`src/rtl/ps2_kbd_tx_if.sv`:
```
// ----------------------------------------------------------------------------
// ps2_kbd_tx_if
// Purpose : bundles the byte-write handshake, host inhibit, status flags and
//           the two PS/2 lines of the keyboard-side transmitter.
// Signals : din          - scan-code byte to queue
//           we           - one-cycle write strobe (ignored while full)
//           inhibit      - host holding the PS/2 clock low
//           full         - byte FIFO is at capacity
//           busy         - frame/gap in progress, retry pending or FIFO non-empty
//           ps2_kbd_clk  - PS/2 clock toward the receiver, idle high
//           ps2_kbd_data - PS/2 data toward the receiver, idle high
// Modports: master drives din/we/inhibit, slave is the transmitter.
// ----------------------------------------------------------------------------
interface ps2_kbd_tx_if;
    logic [7:0] din;
    logic       we;
    logic       inhibit;
    logic       full;
    logic       busy;
    logic       ps2_kbd_clk;
    logic       ps2_kbd_data;

    modport master (
        output din,
        output we,
        output inhibit,
        input  full,
        input  busy,
        input  ps2_kbd_clk,
        input  ps2_kbd_data
    );

    modport slave (
        input  din,
        input  we,
        input  inhibit,
        output full,
        output busy,
        output ps2_kbd_clk,
        output ps2_kbd_data
    );
endinterface

```
`src/rtl/ps2_kbd_tx.sv`:
```
// ----------------------------------------------------------------------------
// ps2_kbd_tx
// Purpose : keyboard-side PS/2 transmitter. Bytes written through the
//           interface are queued in a small FIFO and sent as 11-bit frames
//           (start 0, 8 data bits LSB first, odd parity, stop 1) on a
//           self-generated PS/2 clock, with an idle gap after every frame.
//           A host inhibit before the parity bit's falling clock edge aborts
//           the frame; the byte is kept and resent after the gap.
// Ports   : clk_sys - system clock, all logic on its rising edge
//           rst_n   - asynchronous active-low reset
//           bus     - ps2_kbd_tx_if.slave (din, we, inhibit, full, busy,
//                     ps2_kbd_clk, ps2_kbd_data)
// Params  : HALF_PERIOD - clk_sys cycles per PS/2 clock half-period (>= 4)
//           GAP_HALVES  - idle half-periods after each frame
//           FIFO_DEPTH  - byte FIFO depth, power of two in 2..16
// ----------------------------------------------------------------------------
module ps2_kbd_tx #(
    parameter int HALF_PERIOD = 4000,
    parameter int GAP_HALVES  = 4,
    parameter int FIFO_DEPTH  = 4
) (
    input  logic        clk_sys,
    input  logic        rst_n,
    ps2_kbd_tx_if.slave bus
);

    localparam int AW       = $clog2(FIFO_DEPTH);
    localparam int GAP_CYC  = GAP_HALVES * HALF_PERIOD;
    localparam int MAX_CYC  = (GAP_CYC > HALF_PERIOD) ? GAP_CYC : HALF_PERIOD;
    localparam int CW       = $clog2(MAX_CYC + 1);

    typedef logic [AW-1:0] ptr_t;
    typedef logic [AW:0]   occ_t;
    typedef logic [CW-1:0] tmr_t;

    localparam occ_t DEPTH_C   = occ_t'(FIFO_DEPTH);
    localparam tmr_t HP_LAST   = tmr_t'(HALF_PERIOD - 1);
    localparam tmr_t HALF_LAST = tmr_t'(HALF_PERIOD / 2 - 1);
    localparam tmr_t GAP_LAST  = tmr_t'(GAP_CYC - 1);

    // Frame bit positions: 0 start, 1..8 data, 9 parity, 10 stop.
    localparam logic [3:0] PARITY_IDX = 4'd9;
    localparam logic [3:0] STOP_IDX   = 4'd10;

    typedef enum logic [2:0] {
        IDLE   = 3'd0,
        SETUP  = 3'd1,
        CLK_HI = 3'd2,
        CLK_LO = 3'd3,
        GAP    = 3'd4
    } state_t;

    // Odd parity: bit is 1 when the data holds an even number of ones.
    function automatic logic odd_parity(input logic [7:0] b);
        return ~(^b);
    endfunction

    // Assemble the on-wire frame, bit 0 transmitted first.
    function automatic logic [10:0] make_frame(input logic [7:0] b);
        return {1'b1, odd_parity(b), b, 1'b0};
    endfunction

    // ------------------------------------------------------------------
    // Registers
    // ------------------------------------------------------------------
    logic [7:0]  r_mem [FIFO_DEPTH];
    ptr_t        r_wr_ptr;
    ptr_t        r_rd_ptr;
    occ_t        r_count;
    logic        r_full;
    logic        r_busy;

    state_t      r_state;
    tmr_t        r_tmr;
    logic [3:0]  r_idx;
    logic [10:0] r_frame;
    logic        r_retry;       // r_frame holds an aborted byte awaiting resend
    logic        r_ps2_clk;
    logic        r_ps2_data;

    // ------------------------------------------------------------------
    // Combinational next values
    // ------------------------------------------------------------------
    logic        w_push;
    logic        w_pop;
    logic        w_fifo_nempty;
    occ_t        w_count_nxt;
    state_t      w_state_nxt;
    tmr_t        w_tmr_nxt;
    logic [3:0]  w_idx_nxt;
    logic [10:0] w_frame_nxt;
    logic        w_retry_nxt;
    logic        w_clk_nxt;
    logic        w_data_nxt;
    logic        w_cur_bit;

    assign w_push        = bus.we & ~r_full;
    assign w_fifo_nempty = (r_count != occ_t'(0));
    assign w_cur_bit     = r_frame[r_idx];

    // FIFO occupancy: simultaneous push and pop leaves it unchanged.
    always_comb begin
        w_count_nxt = r_count;
        case ({w_push, w_pop})
            2'b10:   w_count_nxt = r_count + occ_t'(1);
            2'b01:   w_count_nxt = r_count - occ_t'(1);
            default: w_count_nxt = r_count;
        endcase
    end

    // Frame sequencer: next state, timer, bit index and line levels.
    // Line levels are computed from the current state and registered, so
    // the wires lag the state by one cycle; an abort forces both high on
    // the same edge that enters GAP.
    always_comb begin
        w_state_nxt = r_state;
        w_tmr_nxt   = r_tmr + tmr_t'(1);
        w_idx_nxt   = r_idx;
        w_frame_nxt = r_frame;
        w_retry_nxt = r_retry;
        w_pop       = 1'b0;
        w_clk_nxt   = 1'b1;
        w_data_nxt  = 1'b1;
        case (r_state)
            IDLE: begin
                w_tmr_nxt = tmr_t'(0);
                if (!bus.inhibit && (r_retry || w_fifo_nempty)) begin
                    w_state_nxt = SETUP;
                    w_idx_nxt   = 4'd0;
                    if (r_retry) begin
                        // Aborted frame is still in r_frame; resend it first.
                        w_retry_nxt = 1'b0;
                    end else begin
                        w_frame_nxt = make_frame(r_mem[r_rd_ptr]);
                        w_pop       = 1'b1;
                    end
                end else begin
                    w_state_nxt = IDLE;
                end
            end
            SETUP: begin
                // The parity bit's falling edge has not happened yet here.
                if (bus.inhibit && (r_idx <= PARITY_IDX)) begin
                    w_state_nxt = GAP;
                    w_tmr_nxt   = tmr_t'(0);
                    w_retry_nxt = 1'b1;
                end else begin
                    w_data_nxt = w_cur_bit;
                    if (r_tmr == HP_LAST) begin
                        w_state_nxt = CLK_LO;
                        w_tmr_nxt   = tmr_t'(0);
                    end else begin
                        w_state_nxt = SETUP;
                    end
                end
            end
            CLK_LO: begin
                // Once the parity bit has been clocked the frame is committed.
                if (bus.inhibit && (r_idx < PARITY_IDX)) begin
                    w_state_nxt = GAP;
                    w_tmr_nxt   = tmr_t'(0);
                    w_retry_nxt = 1'b1;
                end else begin
                    w_clk_nxt  = 1'b0;
                    w_data_nxt = w_cur_bit;
                    if (r_tmr == HP_LAST) begin
                        w_state_nxt = CLK_HI;
                        w_tmr_nxt   = tmr_t'(0);
                    end else begin
                        w_state_nxt = CLK_LO;
                    end
                end
            end
            CLK_HI: begin
                if (bus.inhibit && (r_idx < PARITY_IDX)) begin
                    w_state_nxt = GAP;
                    w_tmr_nxt   = tmr_t'(0);
                    w_retry_nxt = 1'b1;
                end else begin
                    w_data_nxt = w_cur_bit;
                    if (r_tmr == HALF_LAST) begin
                        w_tmr_nxt = tmr_t'(0);
                        if (r_idx == STOP_IDX) begin
                            w_state_nxt = GAP;
                        end else begin
                            w_idx_nxt   = r_idx + 4'd1;
                            w_state_nxt = SETUP;
                        end
                    end else begin
                        w_state_nxt = CLK_HI;
                    end
                end
            end
            GAP: begin
                if (r_tmr == GAP_LAST) begin
                    w_state_nxt = IDLE;
                    w_tmr_nxt   = tmr_t'(0);
                end else begin
                    w_state_nxt = GAP;
                end
            end
            default: begin
                w_state_nxt = IDLE;
                w_tmr_nxt   = tmr_t'(0);
                w_idx_nxt   = 4'd0;
                w_retry_nxt = 1'b0;
            end
        endcase
    end

    // Byte FIFO storage, pointers and status flags.
    always_ff @(posedge clk_sys or negedge rst_n) begin
        if (!rst_n) begin
            for (int i = 0; i < FIFO_DEPTH; i++) begin
                r_mem[i] <= 8'h00;
            end
            r_wr_ptr <= ptr_t'(0);
            r_rd_ptr <= ptr_t'(0);
            r_count  <= occ_t'(0);
            r_full   <= 1'b0;
            r_busy   <= 1'b0;
        end else begin
            if (w_push) begin
                r_mem[r_wr_ptr] <= bus.din;
                r_wr_ptr        <= r_wr_ptr + ptr_t'(1);
            end
            if (w_pop) begin
                r_rd_ptr <= r_rd_ptr + ptr_t'(1);
            end
            r_count <= w_count_nxt;
            r_full  <= (w_count_nxt == DEPTH_C);
            r_busy  <= (w_state_nxt != IDLE) || (w_count_nxt != occ_t'(0)) || w_retry_nxt;
        end
    end

    // Sequencer state and registered PS/2 line drivers.
    always_ff @(posedge clk_sys or negedge rst_n) begin
        if (!rst_n) begin
            r_state    <= IDLE;
            r_tmr      <= tmr_t'(0);
            r_idx      <= 4'd0;
            r_frame    <= 11'h7FF;
            r_retry    <= 1'b0;
            r_ps2_clk  <= 1'b1;
            r_ps2_data <= 1'b1;
        end else begin
            r_state    <= w_state_nxt;
            r_tmr      <= w_tmr_nxt;
            r_idx      <= w_idx_nxt;
            r_frame    <= w_frame_nxt;
            r_retry    <= w_retry_nxt;
            r_ps2_clk  <= w_clk_nxt;
            r_ps2_data <= w_data_nxt;
        end
    end

    assign bus.full         = r_full;
    assign bus.busy         = r_busy;
    assign bus.ps2_kbd_clk  = r_ps2_clk;
    assign bus.ps2_kbd_data = r_ps2_data;

endmodule

```
`src/flat_wrapper.sv`:
```
// flat-port wrapper written by rule: the top's interface ports become plain ports
module ps2_kbd_tx_flat 
#(
    parameter int HALF_PERIOD = 4000,
    parameter int GAP_HALVES  = 4,
    parameter int FIFO_DEPTH  = 4
)
  (clk_sys, rst_n, bus_din, bus_we, bus_inhibit, bus_full, bus_busy, bus_ps2_kbd_clk, bus_ps2_kbd_data);
  ps2_kbd_tx_if bus_i ();
  input  logic clk_sys;
  input  logic rst_n;
  input wire logic [$bits(bus_i.din)-1:0] bus_din;
  input wire logic [$bits(bus_i.we)-1:0] bus_we;
  input wire logic [$bits(bus_i.inhibit)-1:0] bus_inhibit;
  output wire logic [$bits(bus_i.full)-1:0] bus_full;
  output wire logic [$bits(bus_i.busy)-1:0] bus_busy;
  output wire logic [$bits(bus_i.ps2_kbd_clk)-1:0] bus_ps2_kbd_clk;
  output wire logic [$bits(bus_i.ps2_kbd_data)-1:0] bus_ps2_kbd_data;
  assign bus_i.din = bus_din;
  assign bus_i.we = bus_we;
  assign bus_i.inhibit = bus_inhibit;
  assign bus_full = bus_i.full;
  assign bus_busy = bus_i.busy;
  assign bus_ps2_kbd_clk = bus_i.ps2_kbd_clk;
  assign bus_ps2_kbd_data = bus_i.ps2_kbd_data;
  ps2_kbd_tx #(.HALF_PERIOD(HALF_PERIOD), .GAP_HALVES(GAP_HALVES), .FIFO_DEPTH(FIFO_DEPTH)) u_core (.clk_sys(clk_sys), .rst_n(rst_n), .bus(bus_i));
endmodule
```
`config.mk`:
```
export PLATFORM = sky130hd
export DESIGN_NAME = ps2_kbd_tx_flat
export DESIGN_NICKNAME = d
export VERILOG_FILES = /design/src/rtl/ps2_kbd_tx_if.sv /design/src/rtl/ps2_kbd_tx.sv /design/src/flat_wrapper.sv
export SDC_FILE = /design/constraint.sdc
export NUM_CORES = 1
export LEC_CHECK = 0
export CORE_ASPECT_RATIO = 2
export CORE_UTILIZATION = 30
export DETAILED_ROUTE_END_ITERATION = 6
export PLACE_DENSITY = 0.5
export SLEW_MARGIN = 20
export SYNTH_ARGS = -nofsm -noshare
export SYNTH_HDL_FRONTEND = slang
export SYNTH_SLANG_ARGS = --single-unit
export TNS_END_PERCENT = 30
```
`constraint.sdc`:
```
create_clock -name clk_sys -period 5.45 [get_ports clk_sys]
set_clock_uncertainty 0.1 [all_clocks]
set_input_delay 0.8175 -clock clk_sys [delete_from_list [all_inputs] [get_ports clk_sys]]
set_output_delay 0.8175 -clock clk_sys [all_outputs]
set_load 0.005 [all_outputs]
```
* Yosys cells after proc, flatten, opt, wreduce, memory -nomap -nowiden *
Cells that the tools add are included.

cells by class
  mux-type cells = 43
  eq/ne operators = 15
  bitwise gates (word level) = 7
  reductions and logical operators = 17
  $add $sub $neg = 6
  $lt $le $gt $ge = 6

operators by type and width
  kind                   number
  $mux 14                6
  $pmux 14 s4            1
  $bwmux 32              1
  $mux 8                 3
  $mux 3                 6
  $bmux 8 s2             1
  $demux 8 s2            1
  $mux 4                 4
  $pmux 3 s5             1
  $add 14x1->14 const B  1
  $eq 14x11->1 const B   1
  $eq 14x12->1 const B   1
  $eq 14x14->1 const B   1
  $mux 1                 13
  $pmux 4 s3             1
  $reduce_bool 3->1      3
  $reduce_xor 8->1       1
  $eq 3x2->1 const B     2
  $eq 3x3->1 const B     2
  $ge 3x3->1 const B     2
  $not 2->3              2
  $pmux 3 s2             1
  $lt 4x5->1 const B     1
  $reduce_and 5->1       1
  other kinds (26)       37

word-level totals
  register bits = 75
  input bits = 12
  logic and storage cells = 110
  output and inout bits = 4

* Longest topological paths before layout *
Gate-level depths: netlist of the first run.

  depth after elaboration = 10
  depth in mapped cells = 12
  mapped depth without buffers = 10

* Least setup slack after synthesis of the first run *
No wires, ideal clock.

  kind = input port to flip-flop
  start point = in bus_inhibit
  end point = reg u_core.r_busy (netlist: u_core.bus.busy)
  data arrival time = 3.864 ns
  setup time = 0.139 ns
  required time = 5.211 ns
  path slack = 1.347 ns
  buffers on the path = 1
  stages = 10
  cells stage by stage = or2_1 -> or2_1 -> nor4_1 -> buf_2 -> ha_1 -> fa_1 -> mux2_2 -> or2_2 -> or3_1 -> or4_1

on the way
  word-level cells in the longest chain between the ends = 9
  elaborated cells on any way between the ends = 22
  those cells by class = 2 x eq/ne; 12 x mux; 8 x reduce/logical

RTL lines
  element                                   RTL line            source
  start, declared                           flat_wrapper.sv:14  input wire logic [$bits(bus_i.inhibit)-1:0] bus_inhibit;
  $logic_not 1->1 *                         ps2_kbd_tx.sv:127   if (!bus.inhibit && (r_retry || w_fifo_nempty)) begin
  $logic_and 1x1->1 *                       ps2_kbd_tx.sv:127
  $mux 1 *                                  ps2_kbd_tx.sv:127
  $mux 1 *                                  ps2_kbd_tx.sv:124   case (r_state)
  $eq 2x1->1 or $eq 2x2->1 (tied branches)  ps2_kbd_tx.sv:104   case ({w_push, w_pop})
  $pmux 3 s2 *                              ps2_kbd_tx.sv:104
  named net u_core.w_count_nxt[1]           ps2_kbd_tx.sv:87    occ_t w_count_nxt;
  $reduce_bool 3->1 *                       ps2_kbd_tx.sv:232   r_busy <= (w_state_nxt != IDLE) || (w_count_nxt != occ_t'(0)) || w_retry_nxt;
  $logic_or 1x1->1 * (2 in series)          ps2_kbd_tx.sv:232
  end signal, assigned                      ps2_kbd_tx.sv:232
  end, declared                             ps2_kbd_tx.sv:71    logic r_busy;

The timed path passes the listed nets; every way through them passes the cells marked *.
A chain may end at the register's enable or synchronous reset.

* Worst setup path in the final report of the first run *
Same ends and word-level chain as after synthesis.

==> results of run 1 <==
-- area by class of cell --
class,instances,area [µm²]
Fill cell,1216,7800
Sequential cell,75,1890
Multi-Input combinational cell,209,1760
Clock buffer,14,254
Tap cell,147,184
Timing Repair Buffer,17,163
Inverter,10,37.5
Clock inverter,2,35.0
-- worst max path at each step --
stage,start,end,slack [ns],cells after the start
6_report,bus_inhibit,u_core.bus.busy,1.33,11
5_1_grt,bus_inhibit,u_core.bus.busy,1.13,11
4_1_cts,bus_inhibit,u_core.bus.busy,1.30,11
3_5_place_dp,bus_inhibit,u_core.bus.busy,0.96,11
3_3_place_gp,bus_inhibit,u_core.bus.busy,1.04,11
2_1_floorplan,bus_inhibit,u_core.bus.busy,1.35,10
-- per-layer routing --
layer	global-route usage [%]	up-vias	wire length, µm
met2	23.5	26	4160
met4	7.47	0	251
met1	13.7	1182	2880
li1	-	1112	-
met3	2.98	14	160
met5	0	-	0
-- power groups by stage --
stage	sequential [mW]	combinational, mW	clock (mW)
detailed placement	0.961	0.862	0
floorplan	0.872	0.733	0
global route	0.980	0.940	0.633
CTS	0.952	0.864	0.607
global placement	0.949	0.842	0
finish	0.948	0.837	0.590
-- Yosys cell counts (all sizes together) (3+ instances only) --
library cell   n
inv           10
nor2          24
o21ai          5
xnor2         17
nor3           6
and3           5
or2            3
nand3          7
nand2         19
ha            10
clkbuf         8
or4            4
xor2           8
nor4           4
a211o          3
mux4          10
mux2          42
dfstp         12
nor2b          5
dfrtp         63
a21oi         10
-- cell usage in the layout, fill, tap and decap left out, types with 4 or more instances in the layout --
| cell type | synthesis | layout |
|---|---|---|
| nand2_1 | 19 | 19 |
| a21oi_1 | 10 | 10 |
| and3_1 | 5 | 5 |
| ha_1 | 10 | 10 |
| xor2_1 | 8 | 8 |
| dfstp_2 | 12 | 12 |
| inv_1 | 10 | 10 |
| nor2_1 | 24 | 24 |
| mux2_2 | 37 | 37 |
| clkdlybuf4s50_1 | 0 | 14 |
| nor2b_1 | 5 | 5 |
| xnor2_1 | 17 | 17 |
| mux2_1 | 5 | 5 |
| mux4_2 | 10 | 10 |
| dfrtp_1 | 63 | 63 |
| o21ai_0 | 4 | 4 |
| clkbuf_1 | 8 | 4 |
| clkbuf_16 | 0 | 9 |
| nand3_1 | 7 | 7 |
| nor3_1 | 6 | 6 |
-- registers in the layout (all words and copies together), names as in the netlist, 2 cells and up --
name	flops
u_core.r_idx	4
u_core.r_tmr	14
u_core.r_state	3
u_core.r_wr_ptr	2
u_core.r_mem	32
u_core.r_count	3
u_core.r_frame	10
u_core.r_rd_ptr	2
-- stage by stage --
step / total power, mW / std cells / utilization (%) / setup WS [ns] / area, µm²
2_1_floorplan: 1.60 / 304 / - / 1.35 / 3720
3_3_place_gp: 1.79 / 458 / 33.3 / 1.04 / 4040
3_5_place_dp: 1.82 / 458 / 33.3 / 0.955 / 4040
4_1_cts: 2.42 / 474 / 35.7 / 1.30 / 4320
6_report: 2.38 / 474 / 35.7 / 1.33 / 4320
5_1_grt: 2.55 / 474 / 35.7 / 1.13 / 4320
-- cell families after synthesis --
kind of cell | count (synthesis) | share of synthesized area, %
compound gates | 29 | 5.04
fa+ha+maj | 11 | 3.90
xor+xnor | 25 | 5.88
buf+inv | 20 | 2.08
simple gates | 92 | 13.5
mux | 52 | 18.8
flops | 75 | 50.8
==> flow_summary.toml, run 1 <==
[min_path]
hold_start = "u_core.r_tmr[0]"
hold_class = "flop to flop"
whs_endpoint = "u_core.r_tmr[0]"
min_path_cells = 1

[layout]
syn_to_final_growth_pct = 16.2
drive_above_1_share_pct = 24.5
nets = 345
diodes = 0

[flow_run]
drv_cap = 0

[cts]
clock-sinks = 75
cts_buffers = 9
cts_setup_buffers = 0
cts_tree = "yes"
clk_latency_ns = 0.34
ctsHoldBuffers = 0
cts_root_buf = "clkbuf_16"
cts_resized = 0
clock_path_buffers = 2
clkTransAtPathRegs_ns = 0.06
cts-htree-levels = 3

[logic_synthesis]
synth_edf_count = 0
yosysWarnings = 0
syn_area_per_cell_um2 = 12.2
ys_ff_latch = 75
synthArstFlopShare_pct = 100
syn_inst = 304
ys_top_cells_by_area = "dfrtp_1 (42%), mux2_2 (11%), dfstp_2 (8.5%), mux4_2 (6.1%), xnor2_1 (4.0%)"
synth_area_um2 = 3720
yosysTopAreaCell = "dfrtp_1"
synth_fp_nets = 327
synth_top_flop_cell = "dfrtp_1"
seq_area_frac_synth_pct = 50.8
synth_top_area_share_pct = 42.4
yosys.cell_types.count = 48

[route]
drtIter0Drc = 102
first_pass_iters = 4
detail-route-antenna-nets = 0
vias = 2334
vias_per_cell = 4.92
drt_wl_total_mm = 7.45
avgRoutedWirePerCell_um = 15.7
drc = 0

[die]
initial_utilization_pct = 30.7
ioPinCount = 16
rows = 57
fp.dieW_um = 80.8
die-area_um2 = 12900
fp.coreArea_um2 = 12100
die_h_um = 160

[setup_path]
cp_cell_sequence = "clkdlybuf4s50_1, or2_1, or2_1, nor4_2, buf_4, ha_1, fa_1, mux2_2, or2_2, or3_1, or4_1"
reg2reg_to = "u_core.bus.busy"
critPathSlowestCell = "clkdlybuf4s50_1"
required_ns = 5.55
rr_worst_depth = 10
crit_type = "input port to flop"
path_delay_family = "simple AND/OR/NAND/NOR gates"
cpMostUsedCell = "or2_1"
crit_buf_inv = 2
arrival_ns = 4.23
max_stage_delay_ns = 0.51
r2r_start = "u_core.r_state[2]"
reg2reg_setup_slack_ns = 1.86
setup.worst_path.start_class = "input port"
crit_fanout = 13
end_kind = "flop"

[sta]
whs_ns = 0.386
worst_pin_slew_ns = 0.959
final-hold-violation-count = 0
fin_crit_sh_pct = 75.7
slew_headroom_pct = 36.0
rsz0062_at_grt = "no"
fmax_mhz = 242
layout_min_cycle_time_ns = 4.12
slew_violations = 0
setup_violations = 0
fin_setup_tns_ns = 0

[place]
hpwlAfterDp_mm = 5.33
io_buffers = 15
routabilityCongestion = 0.775

[global_route]
grt_max_degree = 76
grt_pass1_vias = 2565
grt.overflow.total = 0
antenna_found_initial = 0
gr-usage-all-layers_pct = 13.2
grt_pass1_wl_mm = 12.7

[power_and_ir_drop]
p_leak_nw = 1.75
pwr-share-clk_pct = 24.9
netSwitchingFraction_pct = 30.4
vdd_drop_max_mv = 0.249
internal_power_mw = 1.65
seq_power_share_pct = 39.9
power_density_nw_per_um2 = 549
power_frac_comb_pct = 35.2
power_switching_mw = 0.721

[outcome]
status = "complete, no violations"
No activity file was read; power rests on OpenSTA's default activity.
==> run 2: changes to the inputs <==
Clock period 5.45 ns to 4.1 ns, I/O delays scaled along.
==> run 2 against run 1 <==
Critical path depth is 1 lower. Register-to-register slack worse by 1.2 ns. Sequential power is 33% higher. Core utilization grew 0.26 points. Critical endpoint unchanged. Final cell count up 0.42%.
==> flow_summary.toml, run 2 (synthesized netlist as in run 1, its figures left out) <==
[outcome]
status = "complete, no violations"

[cts]
cts_buffers = 9
cts_tree = "yes"
clk_latency_ns = 0.33
cts_setup_buffers = 0
ctsHoldBuffers = 0
clock_path_buffers = 2
cts_resized = 0
clock-sinks = 75
cts-htree-levels = 3
clkTransAtPathRegs_ns = 0.06
cts_root_buf = "clkbuf_16"

[global_route]
gr-usage-all-layers_pct = 13.0
grt.overflow.total = 0
grt_max_degree = 76
grt_pass1_vias = 2459
antenna_found_initial = 0
grt_pass1_wl_mm = 12.4

[die]
ioPinCount = 16
fp.coreArea_um2 = 12100
die_h_um = 160
fp.dieW_um = 80.8
die-area_um2 = 12900
rows = 57
initial_utilization_pct = 30.7

[layout]
drive_above_1_share_pct = 25.8
reg_top3 = "u_core.r_mem x32, u_core.r_tmr x14, u_core.r_frame x10"
diodes = 0
final_cell_count_no_fill = 476
syn_to_final_growth_pct = 17.0
fill_cells = 1220
nets = 347
final_common_cell = "dfrtp_1"
largest_reg_flops = 32
top_register = "u_core.r_mem"
layout_common_cells = "dfrtp_1 (63), mux2_2 (37), nor2_1 (24)"

[setup_path]
end_kind = "flop"
arrival_ns = 3.78
required_ns = 4.20
setup.worst_path.start_class = "input port"
crit_type = "input port to flop"
crit_fanout = 3

[power_and_ir_drop]
p_leak_nw = 1.78
power_density_nw_per_um2 = 730
vdd_drop_max_mv = 0.321
total_power_mw = 3.18

[place]
io_buffers = 15
place_inst = 460
hpwlAfterDp_mm = 5.29
routabilityCongestion = 0.804

[sta]
fmax_mhz = 272
final-hold-violation-count = 0
setup_violations = 0
layout_min_cycle_time_ns = 3.68
slew_headroom_pct = 35.3
fin_crit_sh_pct = 89.7
rsz0062_at_grt = "no"
worst_pin_slew_ns = 0.970
slew_violations = 0
fin_setup_tns_ns = 0

[route]
detail-route-antenna-nets = 0
vias_per_cell = 4.87
drtIter0Drc = 101
dr_wl_met3_um = 158
drc = 0
drt-met1-wl_mm = 2.94
drt_wl_total_mm = 7.36
dr_wl_met2_mm = 4.12
avgRoutedWirePerCell_um = 15.5
first_pass_iters = 4
vias = 2318
dr.max_layer_used = "met4"

[flow_run]
drv_cap = 0

[min_path]
hold_class = "input port to asynchronous set/reset pin"
[run 2: cell types whose count changed in the layout (fill, tap and decap cells not counted)]
cell	before	now
clkbuf_8	1	2
clkinv_2	1	2
buf_4	3	5
clkbuf_1	4	1
clkinv_4	0	1
[run 2: critical path, stage by stage]
cell and delay (ns):
clkdlybuf4s50_1 0.45, or2_1 0.24, or2_1 0.27, nor4_2 0.24, ha_1 0.27, fa_1 0.42, mux2_2 0.28, or2_2 0.28
or3_1 0.33, or4_1 0.39
[run 2: power breakdown]
group	internal, mW	switching [mW]
clock network	0.503	0.300
registers	1.05	0.204
logic	0.660	0.461
[run 2: metal layers]
metal	up-vias	GRT usage [%]
li1	1121	-
met1	1164	13.9
met2	24	23.5
met3	9	2.98
met4	0	5.68
met5	-	0
[run 2: layout make-up]
| class | count | area (µm²) | area share (%) |
|---|---|---|---|
| Sequential cell | 75 | 1890 | 43.4 |
| Multi-Input combinational cell | 209 | 1760 | 40.4 |
| Clock buffer | 12 | 256 | 5.89 |
| Tap cell | 147 | 184 | 4.22 |
| Timing Repair Buffer | 19 | 178 | 4.08 |
| Clock inverter | 4 | 48.8 | 1.12 |
| Inverter | 10 | 37.5 | 0.862 |
[run 2: final timing paths]
kind                              startpoint                 to  slack (ns)  depth (start not counted)
setup / recovery                 bus_inhibit    u_core.bus.busy        0.42                         10
hold / removal                         rst_n   u_core.r_tmr[13]        0.32                          1
setup reg to reg           u_core.r_state[2]    u_core.bus.busy        0.68                          9
hold reg to reg            u_core.r_frame[0]  u_core.r_frame[0]        0.38                          1
max in group asynchronous              rst_n    u_core.r_idx[3]        2.93                          1
min in group clk_sys       u_core.r_frame[0]  u_core.r_frame[0]        0.38                          1
[run 2: stage by stage]
step / hold WS, ns / cell area, µm² / worst slack [ns] / util, %
6_report: 0.319 / 4360 / 0.422 / 35.9
3_5_place_dp: 0.378 / 4050 / 0.0493 / 33.4
4_1_cts: 0.381 / 4360 / 0.390 / 35.9
2_1_floorplan: 0.219 / 3720 / 0.200 / -
5_1_grt: 0.399 / 4360 / 0.280 / 35.9
3_3_place_gp: 0.372 / 4050 / 0.0889 / 33.4
